[src/rtl/risc_pkg.sv]
// Shared definitions for the RISC core: opcodes, controller state encoding,
// bus widths and the registered control-strobe bundle.
package risc_pkg;

    localparam int RISC_ADDR_W = 13;
    localparam int RISC_DATA_W = 8;

    localparam logic [2:0] OP_HLT = 3'b000;
    localparam logic [2:0] OP_SKZ = 3'b001;
    localparam logic [2:0] OP_ADD = 3'b010;
    localparam logic [2:0] OP_AND = 3'b011;
    localparam logic [2:0] OP_XOR = 3'b100;
    localparam logic [2:0] OP_LDA = 3'b101;
    localparam logic [2:0] OP_STO = 3'b110;
    localparam logic [2:0] OP_JMP = 3'b111;

    typedef enum logic [3:0] {
        ST_IDLE = 4'd0,
        ST_F_HI = 4'd1,
        ST_INC1 = 4'd2,
        ST_F_LO = 4'd3,
        ST_DEC  = 4'd4,
        ST_EX1  = 4'd5,
        ST_EX2  = 4'd6,
        ST_EX3  = 4'd7,
        ST_EX4  = 4'd8,
        ST_HALT = 4'd9
    } ctrl_state_e;

    typedef struct packed {
        logic inc_pc;
        logic load_pc;
        logic load_ir;
        logic ir_byte_sel;
        logic rd;
        logic wr;
        logic load_acc;
        logic datactl_ena;
        logic halt;
    } ctrl_out_t;

    function automatic logic is_alu_op(input logic [2:0] op);
        return (op == OP_ADD) || (op == OP_AND) || (op == OP_XOR) || (op == OP_LDA);
    endfunction

endpackage

[src/rtl/risc_ctrl_fsm_if.sv]
// Controller-side bundle: status inputs from the datapath and the
// control strobes the sequencer drives back into it.
interface risc_ctrl_fsm_if;
    logic        ena;
    logic [2:0]  opcode;
    logic        zero;
    logic        inc_pc;
    logic        load_pc;
    logic        load_ir;
    logic        ir_byte_sel;
    logic        rd;
    logic        wr;
    logic        load_acc;
    logic        datactl_ena;
    logic        halt;
    logic [31:0] instr_cnt;

    modport master (
        input  ena, opcode, zero,
        output inc_pc, load_pc, load_ir, ir_byte_sel, rd, wr,
               load_acc, datactl_ena, halt, instr_cnt
    );

    modport slave (
        output ena, opcode, zero,
        input  inc_pc, load_pc, load_ir, ir_byte_sel, rd, wr,
               load_acc, datactl_ena, halt, instr_cnt
    );
endinterface

[src/rtl/risc_ctrl_fsm.sv]
// 8-cycle fetch/decode/execute sequencer with fully registered strobes.
// Define RISC_CTRL_INSTR_CNT_EN to build the retired-instruction counter.
module risc_ctrl_fsm
    import risc_pkg::*;
(
    input  logic             clk_ctrl,
    input  logic             reset,
    risc_ctrl_fsm_if.master  bus
);

    ctrl_state_e state_q, state_d;
    logic [2:0]  op_q;
    logic        zero_q;
    ctrl_out_t   out_q, out_d;
    logic [2:0]  op_eff;
    logic        zero_eff;

    always_comb begin
        state_d = state_q;
        unique case (state_q)
            ST_IDLE: if (bus.ena) state_d = ST_F_HI;
            ST_F_HI: state_d = ST_INC1;
            ST_INC1: state_d = ST_F_LO;
            ST_F_LO: state_d = ST_DEC;
            ST_DEC:  state_d = (op_q == OP_HLT) ? ST_HALT : ST_EX1;
            ST_EX1:  state_d = ST_EX2;
            ST_EX2:  state_d = ST_EX3;
            ST_EX3:  state_d = ST_EX4;
            ST_EX4:  state_d = bus.ena ? ST_F_HI : ST_IDLE;
            ST_HALT: state_d = ST_HALT;
            default: state_d = ST_IDLE;
        endcase
    end

    // Outputs are registered from the next state, so opcode/zero must be taken
    // from the inputs on the very edge that latches them.
    always_comb begin
        out_d    = '0;
        op_eff   = (state_q == ST_F_LO) ? bus.opcode : op_q;
        zero_eff = (state_q == ST_EX1) ? bus.zero : zero_q;
        unique case (state_d)
            ST_F_HI: begin
                out_d.rd      = 1'b1;
                out_d.load_ir = 1'b1;
            end
            ST_INC1: out_d.inc_pc = 1'b1;
            ST_F_LO: begin
                out_d.rd          = 1'b1;
                out_d.load_ir     = 1'b1;
                out_d.ir_byte_sel = 1'b1;
            end
            ST_DEC:  out_d.inc_pc = (op_eff != OP_HLT);
            ST_EX1: begin
                out_d.rd          = is_alu_op(op_eff);
                out_d.datactl_ena = (op_eff == OP_STO);
                out_d.load_pc     = (op_eff == OP_JMP);
            end
            ST_EX2: begin
                out_d.rd          = is_alu_op(op_eff);
                out_d.load_acc    = is_alu_op(op_eff);
                out_d.datactl_ena = (op_eff == OP_STO);
                out_d.wr          = (op_eff == OP_STO);
                out_d.load_pc     = (op_eff == OP_JMP);
                out_d.inc_pc      = (op_eff == OP_JMP) || ((op_eff == OP_SKZ) && zero_eff);
            end
            ST_EX3: begin
                out_d.rd          = is_alu_op(op_eff);
                out_d.datactl_ena = (op_eff == OP_STO);
            end
            ST_EX4:  out_d.inc_pc = (op_eff == OP_SKZ) && zero_eff;
            ST_HALT: out_d.halt = 1'b1;
            default: out_d = '0;
        endcase
    end

    always_ff @(posedge clk_ctrl) begin
        if (reset) begin
            state_q <= ST_IDLE;
            op_q    <= OP_HLT;
            zero_q  <= 1'b0;
            out_q   <= '0;
        end else begin
            state_q <= state_d;
            out_q   <= out_d;
            if (state_q == ST_F_LO) op_q   <= bus.opcode;
            if (state_q == ST_EX1)  zero_q <= bus.zero;
        end
    end

    assign bus.inc_pc      = out_q.inc_pc;
    assign bus.load_pc     = out_q.load_pc;
    assign bus.load_ir     = out_q.load_ir;
    assign bus.ir_byte_sel = out_q.ir_byte_sel;
    assign bus.rd          = out_q.rd;
    assign bus.wr          = out_q.wr;
    assign bus.load_acc    = out_q.load_acc;
    assign bus.datactl_ena = out_q.datactl_ena;
    assign bus.halt        = out_q.halt;

`ifdef RISC_CTRL_INSTR_CNT_EN
    logic [31:0] instr_cnt_q;

    always_ff @(posedge clk_ctrl) begin
        if (reset) begin
            instr_cnt_q <= '0;
        end else if (state_q == ST_EX4) begin
            instr_cnt_q <= instr_cnt_q + 32'd1;
        end
    end

    assign bus.instr_cnt = instr_cnt_q;
`else
    assign bus.instr_cnt = '0;
`endif

endmodule
[src/flat_wrapper.sv]
// flat-port wrapper written by rule: the top's interface ports become plain ports
module risc_ctrl_fsm_flat import risc_pkg::*;
  (clk_ctrl, reset, bus_ena, bus_opcode, bus_zero, bus_inc_pc, bus_load_pc, bus_load_ir, bus_ir_byte_sel, bus_rd, bus_wr, bus_load_acc, bus_datactl_ena, bus_halt, bus_instr_cnt);
  risc_ctrl_fsm_if bus_i ();
  input  logic clk_ctrl;
  input  logic reset;
  input wire logic [$bits(bus_i.ena)-1:0] bus_ena;
  input wire logic [$bits(bus_i.opcode)-1:0] bus_opcode;
  input wire logic [$bits(bus_i.zero)-1:0] bus_zero;
  output wire logic [$bits(bus_i.inc_pc)-1:0] bus_inc_pc;
  output wire logic [$bits(bus_i.load_pc)-1:0] bus_load_pc;
  output wire logic [$bits(bus_i.load_ir)-1:0] bus_load_ir;
  output wire logic [$bits(bus_i.ir_byte_sel)-1:0] bus_ir_byte_sel;
  output wire logic [$bits(bus_i.rd)-1:0] bus_rd;
  output wire logic [$bits(bus_i.wr)-1:0] bus_wr;
  output wire logic [$bits(bus_i.load_acc)-1:0] bus_load_acc;
  output wire logic [$bits(bus_i.datactl_ena)-1:0] bus_datactl_ena;
  output wire logic [$bits(bus_i.halt)-1:0] bus_halt;
  output wire logic [$bits(bus_i.instr_cnt)-1:0] bus_instr_cnt;
  assign bus_i.ena = bus_ena;
  assign bus_i.opcode = bus_opcode;
  assign bus_i.zero = bus_zero;
  assign bus_inc_pc = bus_i.inc_pc;
  assign bus_load_pc = bus_i.load_pc;
  assign bus_load_ir = bus_i.load_ir;
  assign bus_ir_byte_sel = bus_i.ir_byte_sel;
  assign bus_rd = bus_i.rd;
  assign bus_wr = bus_i.wr;
  assign bus_load_acc = bus_i.load_acc;
  assign bus_datactl_ena = bus_i.datactl_ena;
  assign bus_halt = bus_i.halt;
  assign bus_instr_cnt = bus_i.instr_cnt;
  risc_ctrl_fsm u_core (.clk_ctrl(clk_ctrl), .reset(reset), .bus(bus_i));
endmodule
[config.mk]
export PLATFORM = sky130hd
export DESIGN_NAME = risc_ctrl_fsm_flat
export DESIGN_NICKNAME = d
export VERILOG_FILES = /design/src/rtl/risc_pkg.sv /design/src/rtl/risc_ctrl_fsm_if.sv /design/src/rtl/risc_ctrl_fsm.sv /design/src/flat_wrapper.sv
export SDC_FILE = /design/constraint.sdc
export NUM_CORES = 1
export LEC_CHECK = 0
export ABC_CLOCK_PERIOD_IN_PS = 2150
export CAP_MARGIN = 20
export CORE_ASPECT_RATIO = 1.2
export CORE_MARGIN = 4
export CORE_UTILIZATION = 32
export DETAILED_ROUTE_END_ITERATION = 8
export HOLD_SLACK_MARGIN = 0.03
export PLACE_DENSITY = 0.67
export SLEW_MARGIN = 30
export SYNTH_ARGS = -nofsm -noshare
export SYNTH_HDL_FRONTEND = slang
export SYNTH_SLANG_ARGS = --single-unit
[constraint.sdc]
create_clock -name clk_ctrl -period 2.15 [get_ports clk_ctrl]
set_clock_uncertainty 0.1 [all_clocks]
set_input_delay 0.3225 -clock clk_ctrl [delete_from_list [all_inputs] [get_ports clk_ctrl]]
set_output_delay 0.3225 -clock clk_ctrl [all_outputs]
set_load 0.005 [all_outputs]
# Yosys cells after proc, flatten, opt, wreduce, memory -nomap -nowiden
# Cells that the tools add are included.
# Widths: inputs -> output; s select.
# totals
output_inout_bits	41
word_cells	65
ff_bits	17
in_bits	7
# op_classes
n_eq_ne	25
muxes	11
n_bitwise	3
reduce_logical	14
# op_table
op	n
$pmux 4 s10	1
$eq 4x3->1 const B	8
$eq 4x2->1 const B	4
$eq 4x4->1 const B	4
$eq 3x3->1 const B	4
$reduce_or 2->1	5
$eq 4x1->1 const B	2
$mux 4	2
$eq 3x2->1 const B	2
$mux 1	5
$logic_not 4->1	1
$logic_or 1x1->1	4
$pmux 1 s4	1
$eq 3x1->1 const B	1
$logic_not 3->1	1
$mux 3	1
$not 1->1	3
$reduce_bool 3->1	1
$reduce_or 3->1	1
$pmux 1 s2	1
$logic_and 1x1->1	1

# Depth between registers and ports, before layout
# logic_depth
ltp_word	7
depth_mapped	6
mapped_depth_nobuf	4

# Worst setup path before layout
# No wires, ideal clock.
# synth_path
path_type	register to register
start	register u_core.state_q[3]
end	register u_core.out_q, in the netlist u_core.bus.inc_pc
synth_period_minus_slack_ns	1.705
path_buffers	2
setup_slack_ns	0.445
stages_incl_launch_ff	7
required_ns	1.923
arrival_time_ns	1.478
cell_sequence	dfxtp_1 -> buf_2 -> nor4bb_4 -> buf_6 -> mux2_4 -> a211oi_1 -> a211oi_2
# synth_via
elab_chain_cells	6
elab_cells_between_ends	24
cone_classes	eq/ne (15); mux (5); reduce/logical (4)
# synth_rtl
element	line_no	rtl
start: declaration	risc_ctrl_fsm.sv:11	ctrl_state_e state_q, state_d;
start signal: assignment	risc_ctrl_fsm.sv:83	state_q <= state_d;
branches (longest 5 deep; another with $pmux 4 s10)	--	
$pmux 1 s4 (*)	risc_ctrl_fsm.sv:41	unique case (state_d)
end signal: assignment	risc_ctrl_fsm.sv:84	out_q <= out_d;
end: declaration	risc_ctrl_fsm.sv:14	ctrl_out_t out_q, out_d;
# Mark *: on every way between the ends.
# A chain may end at the register's enable or synchronous reset.

# Worst setup path after layout
# layout_path
start	register u_core.state_q[3]
end	register u_core.out_q, in the netlist u_core.bus.load_pc
# layout_via
elab_chain_cells	6
elab_cells_between_ends	19
cone_classes	eq/ne (12); mux (3); bitwise (1); reduce/logical (3)
# layout_rtl
element	line_no	rtl
$eq 4x4->1 (tied with other cells)	risc_ctrl_fsm.sv:20	unique case (state_q)
$pmux 4 s10	risc_ctrl_fsm.sv:20	
$eq 4x3->1	risc_ctrl_fsm.sv:41	
$reduce_or 2->1 (no source line)	--	
$not 1->1 (no source line)	--	
$reduce_or 2->1 (no source line)	--	
# Several ways; a longest one is shown, not always the timed one.

==> out/results.ini <==
[global_route]
antenna_found_initial=0
grt_max_degree=15
grt_first_pass_wirelength_um=3310
grt_overflow=0
first_global_vias=762
grt_use_total_pct=9.23

[drt]
wl_per_cell_um=11.1
postRouteAntennaNets=0
drc_errors=0
vias=805
wl_um=1990
drtPass1Iterations=4
drtIter0Drc=16
vias_per_cell=4.47

[pwr]
p_per_area_nw_per_um2=612
leakage_nw=0.498
ir_drop_mv=0.309

[synthesis]
synth_top_area_cell=dfxtp_1
synth_edf_count=0
synth.avg_cell_area_sq_um=8.96
seq_area_frac_synth_pct=30.2
syn-cell-area_sq_um=1130
netlist_instances=126
synth_top_cells_by_area=dfxtp_1 (30%), buf_4 (23%), mux2i_1 (3.5%)
synth_top_area_share_pct=30.2
synthDistinctLibCells=41
yosysWarnings=0
synth_flop_cell=dfxtp_1
synth-seq-cells=17
async_flop_share_pct=0

[die]
initial_core_util_pct=33.5
fp.dieArea_sq_um=4540
row_count=23
dieWidth_um=62.2
ioPinCount=48
die_y_um=73.1
core-area_sq_um=3370

[cts]
clock_sinks=17
cts_resized=0
htreeDepth=1
clk_pin_slew_worst_paths_ns=0.06
cts_setup_buffers=0
cts_buffer_depth=2
cts_tree=done
cts_made_buffers=3
hold_buffers=0
clk_latency_ns=0.26
cts-root-buf=clkbuf_8

[finish]
diodes=0
drive_gt1_share_pct=12.6
regArea_sq_um=340
area_growth_pct=10.5
fill_cells=363
finalNetCount=151
multi_input_area_sq_um=609

[critical_path]
reg2reg_from=u_core.state_q[3]$_SDFF_PP0_
worstSetupPathType=reg -> reg
crit_arrival_ns=1.93
required_ns=2.21
worstSetupEndpointType=register
startpoint_type=register
timing.rr.end=u_core.bus.load_pc$_SDFF_PP0_
critPathMaxFanout=13
reg2reg_depth=4
r2r_slack_ns=0.28

[run]
drv_cap=0

[placed_design]
dp.final_hpwl_um=1610
port_buffers=15
gp_congestion=0.880
pre_cts_slack_ns=0.246

[sta]
rsz0062_at_grt=false
tns_ns=0
setup_viol=0
hold_violations=0
period_needed_ns=1.87
setup_slack_ns=0.279
worst_pin_slew_ns=0.595
finalCritPeriodShare_pct=87.0
final_max_slew_viol_count=0
relSlewSlack_pct=60.3
max_freq_ghz=0.535

[run_status]
status=finished, final reports clean

[hold_path]
hold_class=reg -> reg
hold-path-cell-count=2
min_from=u_core.op_q[2]$_SDFF_PP0_
holdPathEnd=u_core.op_q[2]$_SDFF_PP0_

state kept, by name, summed over array words and instances, names as in the netlist:
name	count
u_core.state_q	4
u_core.bus.halt	1
u_core.bus.load_ir	1
u_core.bus.load_pc	1
u_core.bus.rd	1
u_core.bus.load_acc	1
u_core.op_q	3
u_core.zero_q	1
u_core.bus.wr	1
u_core.bus.datactl_ena	1
u_core.bus.inc_pc	1
u_core.bus.ir_byte_sel	1
area by class of cell:
cell class                 instances  area share [%]
clock buffer                       4            3.61
inverter                           3           0.903
multi-input combinational         98            48.8
sequential                        17            27.3
tap                               37            3.71
timing repair buffer              21            15.6
metal layers:
layer / vias up / global-route usage [%] / share of wire (%)
li1: 403 / - / -
met1: 354 / 9.84 / 38
met2: 41 / 14.9 / 48
met3: 7 / 3.70 / 11
met4: 0 / 6.51 / 3.7
met5: - / 0 / 0
critical path: stages, from the launching register on:
cell,delay [ns]
dfxtp_1,0.44
nor4bb_4,0.48
mux2i_1,0.30
nand3_1,0.15
nor4bb_1,0.30
stage by stage:
| step | hold WS [ns] | instance area, sq um | power [W] | utilization, % | cells |
|---|---|---|---|---|---|
| 6_report | 0.477 | 1250 | 0.000764 | 37.0 | 180 |
| 5_1_grt | 0.518 | 1250 | 0.000806 | 37.0 | 180 |
| 4_1_cts | 0.485 | 1250 | 0.000768 | 37.0 | 180 |
| 3_5_place_dp | 0.472 | 1200 | 0.000524 | 35.7 | 176 |
| 3_3_place_gp | 0.464 | 1200 | 0.000522 | 35.7 | 176 |
| 2_1_floorplan | 0.370 | 1240 | 0.000515 | - | 157 |
placed cells by master, fill, tap and decap left out, drive strengths merged:
cell type,count
conb,32
dfxtp,17
clkdlybuf4s50,15
nand2,7
nor2,7
nor3,7
buf,6
nor2b,5
mux2i,4
clkbuf,4
o21ai,4
a21oi,3
inv,3
a211oi,3
a2111oi,3
nand3,2
and2,2
xnor2,2
nor4bb,2
nor4,2
mux2,2
and3,1
o21a,1
and3b,1
a31oi,1
o22ai,1
and4bb,1
a22oi,1
nand2b,1
xor2,1
o2111ai,1
nor3b,1
synth_stat cells, types with 2 or more instances:
master and number:
a211oi_2 2, xnor2_1 2, inv_1 3, nand2_1 7, nor2_1 7, nor2b_1 5
o21ai_0 2, a21oi_1 3, buf_4 34, and2_1 2, dfxtp_1 17, buf_2 2
nor3_1 7, a2111oi_1 2, nand3_1 2, mux2i_1 4
worst max path at each step:
| stage | depth (start not counted) | end | start | slack, ns |
|---|---|---|---|---|
| 2_1_floorplan | 6 | u_core.bus.inc_pc$_SDFF_PP0_ | u_core.state_q[3]$_SDFF_PP0_ | 0.44 |
| 3_3_place_gp | 4 | u_core.bus.inc_pc$_SDFF_PP0_ | reset | 0.26 |
| 3_5_place_dp | 4 | u_core.bus.inc_pc$_SDFF_PP0_ | reset | 0.25 |
| 4_1_cts | 4 | u_core.bus.load_pc$_SDFF_PP0_ | u_core.state_q[3]$_SDFF_PP0_ | 0.26 |
| 5_1_grt | 4 | u_core.bus.wr$_SDFF_PP0_ | u_core.state_q[3]$_SDFF_PP0_ | 0.05 |
| 6_report | 4 | u_core.bus.load_pc$_SDFF_PP0_ | u_core.state_q[3]$_SDFF_PP0_ | 0.28 |
power breakdown:
part | internal (W) | total (W) | switching, W
registers | 0.000332 | 0.000341 | 0.00000888
logic | 0.0000817 | 0.000178 | 0.0000958
clock network | 0.000132 | 0.000245 | 0.000113
cells by family (layout without fill, tap and decap cells):
| family | after synthesis | after routing | share of synthesized area, % |
|---|---|---|---|
| mux | 6 | 6 | 5.88 |
| simple gates | 39 | 39 | 21.0 |
| other cells | 1 | 32 | 0.332 |
| buf+inv | 42 | 28 | 26.2 |
| compound gates | 18 | 18 | 14.2 |
| flops | 17 | 17 | 30.2 |
| xor+xnor | 3 | 3 | 2.33 |
No activity file was read; power rests on OpenSTA's default activity.
